`src/rtl/jk_bank_arbiter.sv`:
```
// rtl/jk_bank_arbiter.sv - round-robin arbiter issuing CLR/SET/TOGGLE/LOAD commands to a shared JK bank
module jk_bank_arbiter #(
    parameter int NREQ  = 4,
    parameter int WIDTH = 8
) (
    input  logic                   clk,
    input  logic                   rst,
    input  logic [NREQ-1:0]        req,
    input  logic [2*NREQ-1:0]      cmd,
    input  logic [WIDTH*NREQ-1:0]  arg,
    input  logic [WIDTH-1:0]       q_in,
    output logic [WIDTH-1:0]       j_out,
    output logic [WIDTH-1:0]       k_out,
    output logic [NREQ-1:0]        gnt,
    output logic                   err,
    output logic                   busy
);
    localparam int IW = $clog2(NREQ);

    typedef enum logic [1:0] {IDLE, DRIVE, VERIFY} state_t;

    localparam logic [1:0] OP_CLR = 2'b00;
    localparam logic [1:0] OP_SET = 2'b01;
    localparam logic [1:0] OP_TOG = 2'b10;

    state_t            state_q, state_d;
    logic [IW-1:0]     rr_q, rr_d;
    logic [IW-1:0]     win_q, win_d;
    logic [1:0]        op_q, op_d;
    logic [WIDTH-1:0]  arg_q, arg_d;
    logic [WIDTH-1:0]  exp_q, exp_d;
    logic [IW-1:0]     win_idx;
    logic              win_found;

    // Rotating priority scan starting at rr_q
    always_comb begin
        win_idx   = rr_q;
        win_found = 1'b0;
        for (int k = 0; k < NREQ; k++) begin
            int t;
            t = int'(rr_q) + k;
            if (t >= NREQ) t = t - NREQ;
            if (!win_found && req[t]) begin
                win_found = 1'b1;
                win_idx   = IW'(t);
            end
        end
    end

    always_ff @(posedge clk) begin
        if (rst) begin
            state_q <= IDLE;
            rr_q    <= '0;
            win_q   <= '0;
            op_q    <= '0;
            arg_q   <= '0;
            exp_q   <= '0;
        end else begin
            state_q <= state_d;
            rr_q    <= rr_d;
            win_q   <= win_d;
            op_q    <= op_d;
            arg_q   <= arg_d;
            exp_q   <= exp_d;
        end
    end

    always_comb begin
        state_d = state_q;
        rr_d    = rr_q;
        win_d   = win_q;
        op_d    = op_q;
        arg_d   = arg_q;
        exp_d   = exp_q;
        case (state_q)
            IDLE: begin
                if (win_found) begin
                    state_d = DRIVE;
                    win_d   = win_idx;
                    op_d    = cmd[2*win_idx +: 2];
                    arg_d   = arg[WIDTH*win_idx +: WIDTH];
                end
            end
            DRIVE: begin
                // q_in still holds the pre-update bank value here
                state_d = VERIFY;
                case (op_q)
                    OP_CLR:  exp_d = q_in & ~arg_q;
                    OP_SET:  exp_d = q_in | arg_q;
                    OP_TOG:  exp_d = q_in ^ arg_q;
                    default: exp_d = arg_q;
                endcase
            end
            VERIFY: begin
                state_d = IDLE;
                rr_d    = (win_q == IW'(NREQ-1)) ? '0 : win_q + IW'(1);
            end
            default: state_d = IDLE;
        endcase
    end

    always_comb begin
        j_out = '0;
        k_out = '0;
        gnt   = '0;
        err   = 1'b0;
        busy  = (state_q != IDLE);
        case (state_q)
            DRIVE: begin
                case (op_q)
                    OP_CLR:  begin j_out = '0;    k_out = arg_q;  end
                    OP_SET:  begin j_out = arg_q; k_out = '0;     end
                    OP_TOG:  begin j_out = arg_q; k_out = arg_q;  end
                    default: begin j_out = arg_q; k_out = ~arg_q; end
                endcase
            end
            VERIFY: begin
                gnt[win_q] = 1'b1;
                err        = (q_in != exp_q);
            end
            default: ;
        endcase
    end
endmodule

```
`config.mk`:
```
export PLATFORM = sky130hd
export DESIGN_NAME = jk_bank_arbiter
export DESIGN_NICKNAME = d
export VERILOG_FILES = /design/src/rtl/jk_bank_arbiter.sv
export SDC_FILE = /design/constraint.sdc
export NUM_CORES = 1
export LEC_CHECK = 0
export CORE_MARGIN = 2
export CORE_UTILIZATION = 40
export DETAILED_ROUTE_END_ITERATION = 8
export PLACE_DENSITY = 0.76
export RECOVER_POWER = 100
export SYNTH_ARGS = -nofsm -noshare
export SYNTH_HDL_FRONTEND = slang
export SYNTH_SLANG_ARGS = --single-unit
export TNS_END_PERCENT = 20
```
`constraint.sdc`:
```
create_clock -name clk -period 1.5 [get_ports clk]
set_clock_uncertainty 0.2 [all_clocks]
set_input_delay 0.225 -clock clk [delete_from_list [all_inputs] [get_ports clk]]
set_output_delay 0.225 -clock clk [all_outputs]
set_load 0.05 [all_outputs]
```
==> metrics.md <==
| Metric | Value |
|---|---|
| Total CTS buffers | `3` |
| Most common cell in the netlist | `nor2_1` |
| CP Buf/Inv Count | `2` |
| Crit end category | `flop` |
| Pin count of the biggest net entering global routing | `26` |
| Die area | `5750 sq um` |
| Initial antenna violation count | `0` |
| Design area | `a little over 4000 sq um` |
| Slew Limit Headroom | `0.727` |
| Crit-path max FO | `5` |
| Critical Path RT | `1.45 ns` |
| Met1 WL | `2880 microns` |
| Clock Sinks | `24` |
| Core ar. | `5040 sq um` |
| Synthesized flop and latch total | `24` |
| Ant diodes | `0` |
| Syn_nets | `roughly 320` |
| Hold Vio Cnt, Final | `0` |
| Area grow syn2layout | `96.5%` |
| Share of layout cells above drive strength 1 | `0.479` |
| Met2 wire len | `4220 microns` |
| Max Slew Vio Count | `0` |
| Pre-CTS setup slack | `-0.713 ns` |
| Max layer used | `met4` |
| P_leak | `1.68 nW` |
| Unique masters post-synth | `33` |
| Slowest stage delay, CP | `0.37 ns` |
| Starting Density | `0.409` |
| Violated checks | `negative setup slack` |
| Final net count | `434` |
| Clock-pin slew on the worst setup and hold paths | `0.09 ns` |
| Dpl cell area | `3510 sq um` |
| Cells after Synth | `247` |
| Post-Route Setup TNS | `-9.68 ns` |
| Min Tclk post-route | `1.88 ns` |
| # IOs | `76` |
| Iteration-0 DRC Markers | `135` |
| Later-pin clock latency in the skew report | `between 0.2 and 0.3 ns` |
| Clock buffer depth | `2` |
| Antenna Nets Post-Route | `0` |
| Final Cycle Share | `1.26` |
| Ys async rst share | `0` |
| Row cnt | `26` |
| Max VDD drop | `0.659 mV` |
| Post-route setup slack | `-0.384 ns` |
| Ordered cell list for the critical path | `nand3b_1 > o31ai_2 > o31ai_4 > buf_6 > clkbuf_16 > mux2i_4 > o221ai_2` |
| Max-cap violations | `0` |
| Clk root buf | `clkbuf_8` |
| Outcome | `complete, but fails checks` |
| Worst Max-Slew Pin Slew | `0.409 ns` |
| Post-synth top flop | `dfxtp_1` |
| Mean post-synth cell area | `~8.4 sq um` |
| RSZ-0062 raised after global routing | `true` |
| Syn. warnings | `0` |
| Final HPWL DP | `4650 microns` |
| First-pass GRT wire length | `10700 microns` |
| Top cells by area, synth | `dfxtp_1, ha_1, mux2i_1` |
| CTS Hold Bufs | `0` |
| Die W | `approximately 76 microns` |
| Post-synth top area share | `0.233` |
| Average wire per standard cell | `between 15 and 20 microns` |
| Setup Crit Path Kind | `flop to flop` |
| Routability cong. | `0.913` |
| Port bufs | `75` |
| Critical path's top delay family | `compound AO/OA/AOI/OAI gates` |
| Final setup fails | `42` |
| Worst Hold Class | `flop to flop` |
| CTS HTree Levels | `1` |
| P per Cell Area | `750 nW/um^2` |
| Most frequent cells after synthesis | `nor2_1, dfxtp_1, inv_1` |
| Drc violations | `0` |
| Fmax | `531 MHz` |
| Post-synth top area cell | `dfxtp_1` |
| Vias per std cell | `5.58` |
| CTS tree | `yes` |
| GRT Overall Usage | `0.249` |
| Power consumption | `3.04 mW` |
| Setup crit start kind | `flop` |
| Global route overflow | `0` |
| Worst EP arrival | `1.84 ns` |
| Vias in the first global route | `2306` |
| EDFF count, synth | `0` |
| Sequential share of the synthesized area | `0.233` |
| Routed wl met3 | `639 microns` |
| Die Y | `75.8 microns` |
| DRT Wirelength | `8140 microns` |
| Final Core Density | `0.804` |
| Synthesized cell area | `2060 sq um` |
| CP max stage cell | `dfxtp_4` |
| First-pass DRT Iterations | `4` |
| Vias | `about 2400` |
metrics by stage:
stage          cells  hold WS [ns]
4_1_cts          423         0.286
3_5_place_dp     411         0.270
5_1_grt          429         0.320
2_1_floorplan    247         0.222
3_3_place_gp     411         0.253
6_report         429         0.296
power breakdown:
group	total (mW)	switching [mW]	internal (mW)	leakage, nW
clock network	0.578	0.221	0.357	0.0357
registers	0.798	0.0800	0.718	0.204
logic	1.66	0.825	0.838	1.44
total	3.04	1.13	1.91	1.68
flip-flops by register name, indices dropped and copies added, names as in the netlist:
signal   flops
arg_q        8
exp_q        8
rr_q         2
state_q      2
op_q         2
win_q        2
tightest hold or removal path, stage by stage (launching register included):
cell,delay [ns]
dfxtp_2,0.35
nand2_1,0.07
o221ai_2,0.05
worst paths after layout:
| kind | from | endpoint | slack, ns | depth (start not counted) |
|---|---|---|---|---|
| min reg2reg | arg_q[3]$_SDFFE_PP0P_ | arg_q[3]$_SDFFE_PP0P_ | 0.30 | 2 |
| max | rr_q[1]$_SDFFE_PP0P_ | op_q[1]$_SDFFE_PP0P_ | -0.38 | 7 |
| min | arg_q[3]$_SDFFE_PP0P_ | arg_q[3]$_SDFFE_PP0P_ | 0.30 | 2 |
| max reg2reg | rr_q[1]$_SDFFE_PP0P_ | op_q[1]$_SDFFE_PP0P_ | -0.38 | 7 |
layout make-up:
class | instances | area, sq um
flip-flops and latches | 24 | 507
repair buffers | 122 | 1470
multi-input cells | 188 | 1840
well taps | 70 | 87.6
inverters | 21 | 83.8
fillers | 254 | 987
clock buffers | 3 | 41.3
clock inverters | 1 | 30.0
cell families (layout without fill, tap and decap cells):
group	after synthesis	after routing	share of synthesized area
multiplexers	30	30	0.163
flip-flops	24	24	0.233
AO/OA/AOI/OAI	49	49	0.197
AND/OR/NAND/NOR	81	81	0.178
XOR/XNOR	8	8	0.0340
adder cells (fa/ha/maj)	20	20	0.121
buffers and inverters	35	147	0.0740
per-layer routing:
layer  global-route usage  vias up
li1                     -     1091
met1                0.296     1123
met2                0.431      143
met3               0.0675       38
met4               0.0819        0
met5                    0        -
layout by cell type (no fill, tap or decap), types with 3 or more instances in the layout:
cell              n
nor2_4           10
inv_1            12
a21oi_1          19
mux2_2            5
dfxtp_4           4
mux2i_2           7
dfxtp_2           9
ha_1             19
xor2_1            8
buf_12           27
o221ai_2         10
mux2_4            3
nor3_4            8
nand2_1          17
nor2b_1           3
a211oi_2          3
clkdlybuf4s50_1  41
inv_2             7
clkbuf_8          3
dlymetal6s2s_1    3
mux2i_1           4
a211oi_1          9
dfxtp_1          11
mux2i_4           9
buf_4            30
and2_4            4
nor2_1           23
dlygate4sd2_1     8
buf_6             8
timing repair:
item,CTS,global route
setup buffers,7,3
cloned,1,3
pin swaps,21,1
setup endpoints to repair,42,42
gates resized for setup,57,40
Note: power is estimated with default switching activity, not from simulation.
